[src/rtl/wic_int_arb.sv]
// WIC interrupt arbiter: picks one enabled pending source, presents it to the CPU, and strobes its clear index back to the WIC on acknowledge.
// Define WIC_ARB_RR_EN for round-robin arbitration; without it the lowest index wins.
`timescale 1ns/1ps
module wic_int_arb #(
    parameter int NUM_INT  = 32,
    parameter int TO_W     = 8,
    parameter int TO_LIMIT = 255
) (
    input  logic               wic_clk,
    input  logic               pad_cpu_rst,
    input  logic [NUM_INT-1:0] int_pending,
    input  logic [NUM_INT-1:0] ctl_xx_awake_enable,
    input  logic               cpu_int_ack,
    input  logic               arb_err_clr,
    output logic               arb_int_vld,
    output logic [4:0]         arb_int_id,
    output logic               vec_int,
    output logic [4:0]         int_ack_vec,
    output logic               arb_to_err
);

    typedef enum logic [1:0] {IDLE, REQ, CLR, WAIT} state_e;

    localparam logic [TO_W-1:0] TO_LAST = TO_W'((TO_LIMIT == 0) ? 0 : TO_LIMIT - 1);
    localparam logic [TO_W-1:0] CNT_MAX = {TO_W{1'b1}};

    state_e          state_q;
    logic            arb_int_vld_q;
    logic [4:0]      arb_int_id_q;
    logic            vec_int_q;
    logic [4:0]      int_ack_vec_q;
    logic            arb_to_err_q;
    logic [TO_W-1:0] cnt_q;

    logic [31:0]     cand;
    logic [4:0]      winner_d;
    logic            to_hit;

    assign cand   = 32'(int_pending & ctl_xx_awake_enable);
    assign to_hit = (TO_LIMIT != 0) && (cnt_q == TO_LAST);

`ifdef WIC_ARB_RR_EN
    logic [4:0] ptr_q;
    logic [4:0] ptr_d;
    logic [5:0] idx;
    logic       found;

    assign ptr_d = (arb_int_id_q == 5'(NUM_INT - 1)) ? 5'd0 : arb_int_id_q + 5'd1;

    // Scan upward from the pointer, wrapping at NUM_INT; the first hit wins.
    always_comb begin
        winner_d = '0;
        found    = 1'b0;
        idx      = '0;
        for (int k = 0; k < NUM_INT; k++) begin
            idx = {1'b0, ptr_q} + 6'(k);
            if (idx >= 6'(NUM_INT)) begin
                idx = idx - 6'(NUM_INT);
            end
            if (!found && cand[idx[4:0]]) begin
                found    = 1'b1;
                winner_d = idx[4:0];
            end
        end
    end
`else
    always_comb begin
        winner_d = '0;
        for (int i = NUM_INT - 1; i >= 0; i--) begin
            if (cand[i]) begin
                winner_d = 5'(i);
            end
        end
    end
`endif

    // The timeout set is written after the clear so it wins when both occur together.
    always_ff @(posedge wic_clk or posedge pad_cpu_rst) begin
        if (pad_cpu_rst) begin
            state_q       <= IDLE;
            arb_int_vld_q <= 1'b0;
            arb_int_id_q  <= '0;
            vec_int_q     <= 1'b0;
            int_ack_vec_q <= '0;
            arb_to_err_q  <= 1'b0;
            cnt_q         <= '0;
`ifdef WIC_ARB_RR_EN
            ptr_q         <= '0;
`endif
        end else begin
            vec_int_q <= 1'b0;
            if (arb_err_clr) begin
                arb_to_err_q <= 1'b0;
            end
            case (state_q)
                IDLE: begin
                    if (|cand) begin
                        state_q       <= REQ;
                        arb_int_vld_q <= 1'b1;
                        arb_int_id_q  <= winner_d;
                        cnt_q         <= '0;
                    end
                end
                REQ: begin
                    if (cpu_int_ack) begin
                        state_q       <= CLR;
                        arb_int_vld_q <= 1'b0;
                        vec_int_q     <= 1'b1;
                        int_ack_vec_q <= arb_int_id_q;
`ifdef WIC_ARB_RR_EN
                        ptr_q         <= ptr_d;
`endif
                    end else if (!cand[arb_int_id_q]) begin
                        state_q       <= IDLE;
                        arb_int_vld_q <= 1'b0;
                    end else if (to_hit) begin
                        state_q       <= IDLE;
                        arb_int_vld_q <= 1'b0;
                        arb_to_err_q  <= 1'b1;
`ifdef WIC_ARB_RR_EN
                        ptr_q         <= ptr_d;
`endif
                    end else if (cnt_q != CNT_MAX) begin
                        cnt_q <= cnt_q + TO_W'(1);
                    end
                end
                CLR: begin
                    state_q <= WAIT;
                end
                WAIT: begin
                    state_q <= IDLE;
                end
                default: begin
                    state_q <= IDLE;
                end
            endcase
        end
    end

    assign arb_int_vld = arb_int_vld_q;
    assign arb_int_id  = arb_int_id_q;
    assign vec_int     = vec_int_q;
    assign int_ack_vec = int_ack_vec_q;
    assign arb_to_err  = arb_to_err_q;

endmodule

[config.mk]
export PLATFORM = sky130hd
export DESIGN_NAME = wic_int_arb
export DESIGN_NICKNAME = d
export VERILOG_FILES = /design/src/rtl/wic_int_arb.sv
export SDC_FILE = /design/constraint.sdc
export NUM_CORES = 1
export LEC_CHECK = 0
export ABC_AREA = 1
export CORE_ASPECT_RATIO = 0.7
export CORE_UTILIZATION = 38
export DETAILED_ROUTE_END_ITERATION = 10
export DONT_BUFFER_PORTS = 1
export PLACE_DENSITY = 0.64
export SYNTH_ARGS = -nofsm -noshare
export SYNTH_HDL_FRONTEND = slang
export SYNTH_SLANG_ARGS = --single-unit
[constraint.sdc]
create_clock -name wic_clk -period 2.2 [get_ports wic_clk]
set_clock_uncertainty 0.1 [all_clocks]
set_input_delay 0.55 -clock wic_clk [delete_from_list [all_inputs] [get_ports wic_clk]]
set_output_delay 0.55 -clock wic_clk [all_outputs]
set_load 0.01 [all_outputs]
==> results of run 1 <==
-- cells in the mapped netlist, drive strengths merged --
library cell and count:
a21oi 7, a31oi 3, and3 1, buf 5, clkbuf 2, dfrtp 23, ha 2, inv 23
nand2 107, nand3 8, nand4 1, nor2 44, nor3 3, o211a 1, o211ai 2, o21ai 32
o221ai 6, o22ai 3, o31ai 2, o32a 1, o32ai 1, or2 1
-- repair_timing --
item / 4_1_cts / 5_1_grt
gates cloned: 0 / 0
gates resized for setup: 13 / 7
setup endpoints to repair: 8 / 9
pin swaps: 1 / 3
-- worst max-delay path, cell delays in order, from the launching register on --
cell and delay [ns]:
dfrtp_2 0.45, buf_12 0.16, o21ai_2 0.13, o221ai_1 0.13, nand3_1 0.11, nand3_1 0.09, a21oi_1 0.15, inv_1 0.08
nor2_2 0.10, nand2_1 0.08, a21oi_1 0.13, or2_4 0.18, nand3_4 0.07, o21ai_2 0.12, nand2_1 0.06, a31oi_1 0.13
-- sequential cells by signal, indices dropped and copies added, names as in the netlist, named ones only --
signal and flops:
state_q 1, int_ack_vec 5, arb_int_id 5, cnt_q 8, arb_to_err 1, vec_int 1, arb_int_vld 1
-- per-layer routing --
layer | GRT usage | vias to the layer above
met5 | 0 | -
met4 | 0.0148 | 0
met3 | 0.0491 | 0
met2 | 0.286 | 68
met1 | 0.292 | 846
li1 | - | 989
-- path summary, 6_finish.rpt --
path | from | to | slack [ns] | cells after the start
setup / recovery | arb_int_id[0] | cnt_q[7] | -0.14 | 15
hold / removal | pad_cpu_rst | int_ack_vec[1] | 0.11 | 2
setup reg to reg | arb_int_id[0] | cnt_q[7] | -0.14 | 15
hold reg to reg | cnt_q[7] | cnt_q[7] | 0.36 | 1
max in group asynchronous | pad_cpu_rst | arb_int_id[0] | 1.64 | 2
min in group wic_clk | arb_err_clr | arb_to_err | 0.27 | 1
-- through the flow --
stage | cells | power (uW) | hold WS, ns | setup TNS, ns | utilization
2_1_floorplan | 278 | 1400 | 0.323 | -0.188 | -
3_3_place_gp | 365 | 1740 | 0.341 | -1.36 | 0.474
3_5_place_dp | 365 | 1740 | 0.347 | -1.55 | 0.474
4_1_cts | 369 | 2050 | 0.120 | -0.407 | 0.488
5_1_grt | 369 | 2260 | 0.139 | -2.92 | 0.493
6_report | 369 | 2050 | 0.110 | -0.508 | 0.493
-- logic make-up after synthesis --
family / Yosys count / synth area share
flip-flops: 23 / 0.330
AND/OR/NAND/NOR: 165 / 0.376
AO/OA/AOI/OAI: 58 / 0.199
adder cells (fa/ha/maj): 2 / 0.0143
buffers and inverters: 30 / 0.0810
-- power by group through the flow --
| stage | clock (uW) | sequential (uW) | combinational [uW] |
|---|---|---|---|
| 2_1_floorplan | 0 | 692 | 711 |
| 3_3_place_gp | 0 | 725 | 1010 |
| 3_5_place_dp | 0 | 726 | 1010 |
| 4_1_cts | 267 | 722 | 1060 |
| 5_1_grt | 290 | 741 | 1230 |
| 6_report | 259 | 721 | 1070 |
-- layout make-up --
cell class	count	area share
Clock buffer	4	0.0208
Inverter	23	0.0411
Multi-Input combinational cell	225	0.496
Sequential cell	23	0.267
Tap cell	55	0.0318
Timing Repair Buffer	39	0.143
==> results.ini, run 1 <==
[drt]
wirelength_met1_um=2310
via_per_inst=5.16
drt_pass1_iterations=4
first_iter_violations=107
wl_met2_um=1800
drc=0
routed_wl_um=4380
routedWlPerCell_um=11.9
vias=1903
routed-wl-met3_um=278
dr.max_layer_used=met3
ant_nets=0

[timing]
max_freq_ghz=0.427
rsz0062_at_grt=yes
final.setup.worst_slack_ns=-0.142
final-setup-viol-count=7
slew_headroom=0.692
worst_pin_slew_ns=0.458
maxSlewViolCount=0
finalCritPeriodShare=1.06
finalHoldViolCount=0
final_period_minus_worst_setup_slack_ns=2.34

[clock_network]
numCtsBuffers=3
cts.sinks=23
cts_tree=yes
clk_pin_slew_ns=0.08
clock_latency_ns=0.26
post_cts.repair.setup_buffers=0
clockBufferDepth=2
cts-root-buf=clkbuf_8
cts.hold.buffers_added=0
htree_levels=1

[worst_hold_path]
hold_class=primary input to asynchronous set/reset pin

[critical_path]
crit_fanout=14
cp.required_ns=2.28
cp-end-kind=register
crit_path_start_kind=register
arrival_ns=2.43
worst-setup-path-type=register to register

[cells_and_area]
final_common_cell=nand2_1
syn2layout_area_growth_pct=23.8
n_antenna_cell=0
multiInputGateArea_um2=1070
seq_area_um2=577
fill_cells=454
nets=385
layout-drive-gt1-share=0.188
design_area_um2=2160
final_cell_mix=nand2_1 (102), nor2_1 (43), buf_4 (37)

[synth]
syn_inst=278
synth_top_area_share=0.330
synth_cell_types=29
ys_warn_count=0
syn_area_um2=1750
syn_nets=348
synth_area_leaders=dfrtp_1 (33%), nand2_1 (23%), nor2_1 (9.2%)
ys_seq_area_frac=0.330
syn_area_per_cell_um2=6.28
yosysTopAreaCell=dfrtp_1
synth-seq-cells=23

[power_and_ir_drop]
power_leakage_uw=0.00110
max-vdd-ir-drop_mv=0.605
clockPowerShare=0.126
power_frac_comb=0.522
switching_share=0.440
power.internal_uw=1150
seq_power_share=0.352
power.density_nw_per_um2=949
p_sw_uw=902

[global_route]
grt_pass1_vias=1673
grt_max_degree=24
grt-ovfl-total=0
grt_pass1_wl_um=7650
antenna_found_initial=0
track_usage=0.193

[placement]
gp_congestion=0.862
place_area_um2=2070
dp_hpwl_um=3600
dp_slack_ns=-0.231
port_buffers=0

[floorplan]
start_util=0.399
die_w_um=83.0
num_rows=20
core_area_um2=4380
pin_count=81
die_area_um2=4870
die_h_um=58.7

[run_status]
outcome=complete, but fails checks
violations=setup timing

[job]
drv_cap=0

Note: power is estimated with default switching activity, not from simulation.
==> run 2, diff against run 1 <==
--- a/config.mk
+++ b/config.mk
@@ -8,9 +8,10 @@
 export ABC_AREA = 1
 export CORE_ASPECT_RATIO = 0.7
 export CORE_UTILIZATION = 38
+export CTS_CLUSTER_DIAMETER = 30
 export DETAILED_ROUTE_END_ITERATION = 10
 export DONT_BUFFER_PORTS = 1
-export PLACE_DENSITY = 0.64
+export PLACE_DENSITY = 0.62
 export SYNTH_ARGS = -nofsm -noshare
 export SYNTH_HDL_FRONTEND = slang
 export SYNTH_SLANG_ARGS = --single-unit
==> constraint.sdc (replaced) <==
create_clock -name wic_clk -period 2.3 [get_ports wic_clk]
set_clock_uncertainty 0.1 [all_clocks]
set_input_delay 0.575 -clock wic_clk [delete_from_list [all_inputs] [get_ports wic_clk]]
set_output_delay 0.575 -clock wic_clk [all_outputs]
set_load 0.01 [all_outputs]
==> run 2 against run 1 <==
Net effect: the flow still finishes with violations (setup timing); die area did not move; register-to-register slack hardly changed; non-clock buffer count unchanged; global-route usage decreased by 0.53 points; count of clock-buffer cells in the layout shrank 1; routed wire length is 5.5% higher; total power grew 2.6%; combinational power rose by 7%; critical path type unchanged; critical endpoint unchanged.
==> results.ini, run 2 (synthesis gave the netlist of run 1 again) <==
[global_route]
grt_pass1_vias=1653  ; was 1673
grt-ovfl-total=0  ; unchanged
track_usage=0.187  ; was 0.193
grt_max_degree=24  ; unchanged
antenna_found_initial=0  ; unchanged
grt_pass1_wl_um=7400  ; was 7650 um

[cells_and_area]
nets=385  ; unchanged
final_util=0.507  ; was 0.493
multiInputGateArea_um2=1110  ; was 1070 um^2
layout-drive-gt1-share=0.217  ; was 0.188
largest_reg_flops=8  ; unchanged
top_register=cnt_q  ; unchanged
syn2layout_area_growth_pct=27.1  ; was 23.8%
seq_area_um2=577  ; unchanged
final_cell_mix=nand2_1 (101), nor2_1 (43), buf_4 (36)  ; was nand2_1 (102), nor2_1 (43), buf_4 (37)
final_common_cell=nand2_1  ; unchanged
fill_cells=453  ; was 454
n_antenna_cell=0  ; unchanged

[clock_network]
cts.sinks=23  ; unchanged
clock_latency_ns=0.27  ; was 0.26 ns
clk_pin_slew_ns=0.08  ; about the same
numCtsBuffers=3  ; unchanged
cts.hold.buffers_added=0  ; unchanged
htree_levels=1  ; unchanged
cts-root-buf=clkbuf_8  ; unchanged
cts_tree=yes  ; unchanged
clockBufferDepth=2  ; unchanged

[drt]
drc=0  ; unchanged
vias=1898  ; was 1903
routedWlPerCell_um=12.5  ; was 11.9 um
ant_nets=0  ; unchanged
drt_pass1_iterations=4  ; unchanged
routed_wl_um=4620  ; was 4380 um
via_per_inst=5.14  ; was 5.16
first_iter_violations=62  ; was 107

[run_status]
outcome=complete, but fails checks  ; unchanged
violations=setup timing  ; unchanged

[floorplan]
core_area_um2=4380  ; unchanged
die_w_um=83.0  ; unchanged
start_util=0.399  ; unchanged
die_area_um2=4870  ; unchanged
pin_count=81  ; unchanged
die_h_um=58.7  ; unchanged
num_rows=20  ; unchanged

[timing]
rsz0062_at_grt=yes  ; unchanged
finalHoldViolCount=0  ; unchanged
maxSlewViolCount=0  ; unchanged
max_freq_ghz=0.410  ; was 0.427 GHz
worst_hold_slack_ns=0.123  ; was 0.110 ns
slew_headroom=0.681  ; was 0.692
final_period_minus_worst_setup_slack_ns=2.44  ; was 2.34 ns
final.setup.worst_slack_ns=-0.139  ; was -0.142 ns
finalCritPeriodShare=1.06  ; about the same
final-setup-viol-count=7  ; unchanged
worst_pin_slew_ns=0.475  ; was 0.458 ns

[critical_path]
crit_fanout=8  ; was 14
cp.required_ns=2.40  ; was 2.28 ns
arrival_ns=2.53  ; was 2.43 ns
cp-end-kind=register  ; unchanged
worst-setup-path-type=register to register  ; unchanged
crit_path_start_kind=register  ; unchanged
ff2ff_setup_slack_ns=-0.14  ; about the same

[placement]
port_buffers=0  ; unchanged
dp_hpwl_um=3580  ; was 3600 um
gp_congestion=0.866  ; was 0.862

[worst_hold_path]
hold_class=primary input to asynchronous set/reset pin  ; unchanged

[job]
drv_cap=0  ; unchanged

[power_and_ir_drop]
power_leakage_uw=0.00112  ; was 0.00110 uW
power.density_nw_per_um2=948  ; was 949 nW/um^2
max-vdd-ir-drop_mv=0.730  ; was 0.605 mV

## run 2: timing repair
item                       4_1_cts  5_1_grt
pin swaps                        2        2
setup buffers                    0        4
setup endpoints to repair        8        9
hold endpoints to repair         0        0
cloned                           0        1
gates resized for setup          6       31
## run 2: power breakdown
part,internal [uW],switching [uW],leakage [uW]
clock network,121,136,0.0000255
logic,516,635,0.000795
registers,531,165,0.000301
## run 2: layout make-up
class                           count  share of cell area
Multi-Input combinational cell    225               0.499
Sequential cell                    23               0.260
Timing Repair Buffer               39               0.147
Inverter                           23              0.0423
Tap cell                           55              0.0310
Clock buffer                        3              0.0186
Clock inverter                      1             0.00226
## run 2: per-layer routing
| layer | wire length [um] | up-vias | global-route usage | share of wire |
|---|---|---|---|---|
| met5 | 0 | - | 0 | 0 |
| met4 | 29 | 0 | 0.0369 | 0.0063 |
| met3 | 335 | 5 | 0.0449 | 0.072 |
| met2 | 1920 | 80 | 0.293 | 0.42 |
| met1 | 2340 | 828 | 0.267 | 0.51 |
| li1 | - | 985 | - | - |
## run 2: final timing paths
path                                from        endpoint  cells after the start
setup / recovery           arb_int_id[0]        cnt_q[7]                     15
hold / removal               pad_cpu_rst  int_ack_vec[0]                      2
setup reg to reg           arb_int_id[0]        cnt_q[7]                     15
hold reg to reg                 cnt_q[7]        cnt_q[7]                      1
max in group asynchronous    pad_cpu_rst   arb_int_id[0]                      2
min in group wic_clk         arb_err_clr      arb_to_err                      1
## run 2: worst max-delay path, stage by stage (launching register included)
cell and delay (ns):
dfrtp_2 0.49, buf_12 0.17, o21ai_1 0.12, o22ai_1 0.09, o211ai_1 0.17, nand3_1 0.11, a21oi_2 0.17, inv_2 0.07
nor2_4 0.10, nand2_2 0.08, a21oi_2 0.11, or2_4 0.17, nand3_4 0.10, o21ai_2 0.13, nand2_1 0.05, a31oi_1 0.13
## run 2: through the flow
step / setup TNS (ns) / cells / total power, uW / instance area (um^2) / setup slack, ns
after floorplan: 0 / 278 / 1340 / 1750 / 0.0206
after global placement: -0.869 / 360 / 1630 / 2030 / -0.158
after detailed placement: -1.13 / 360 / 1640 / 2030 / -0.191
after CTS: -0.202 / 364 / 1920 / 2080 / -0.0686
after global routing: -1.90 / 369 / 2270 / 2220 / -0.316
final: -0.457 / 369 / 2100 / 2220 / -0.139
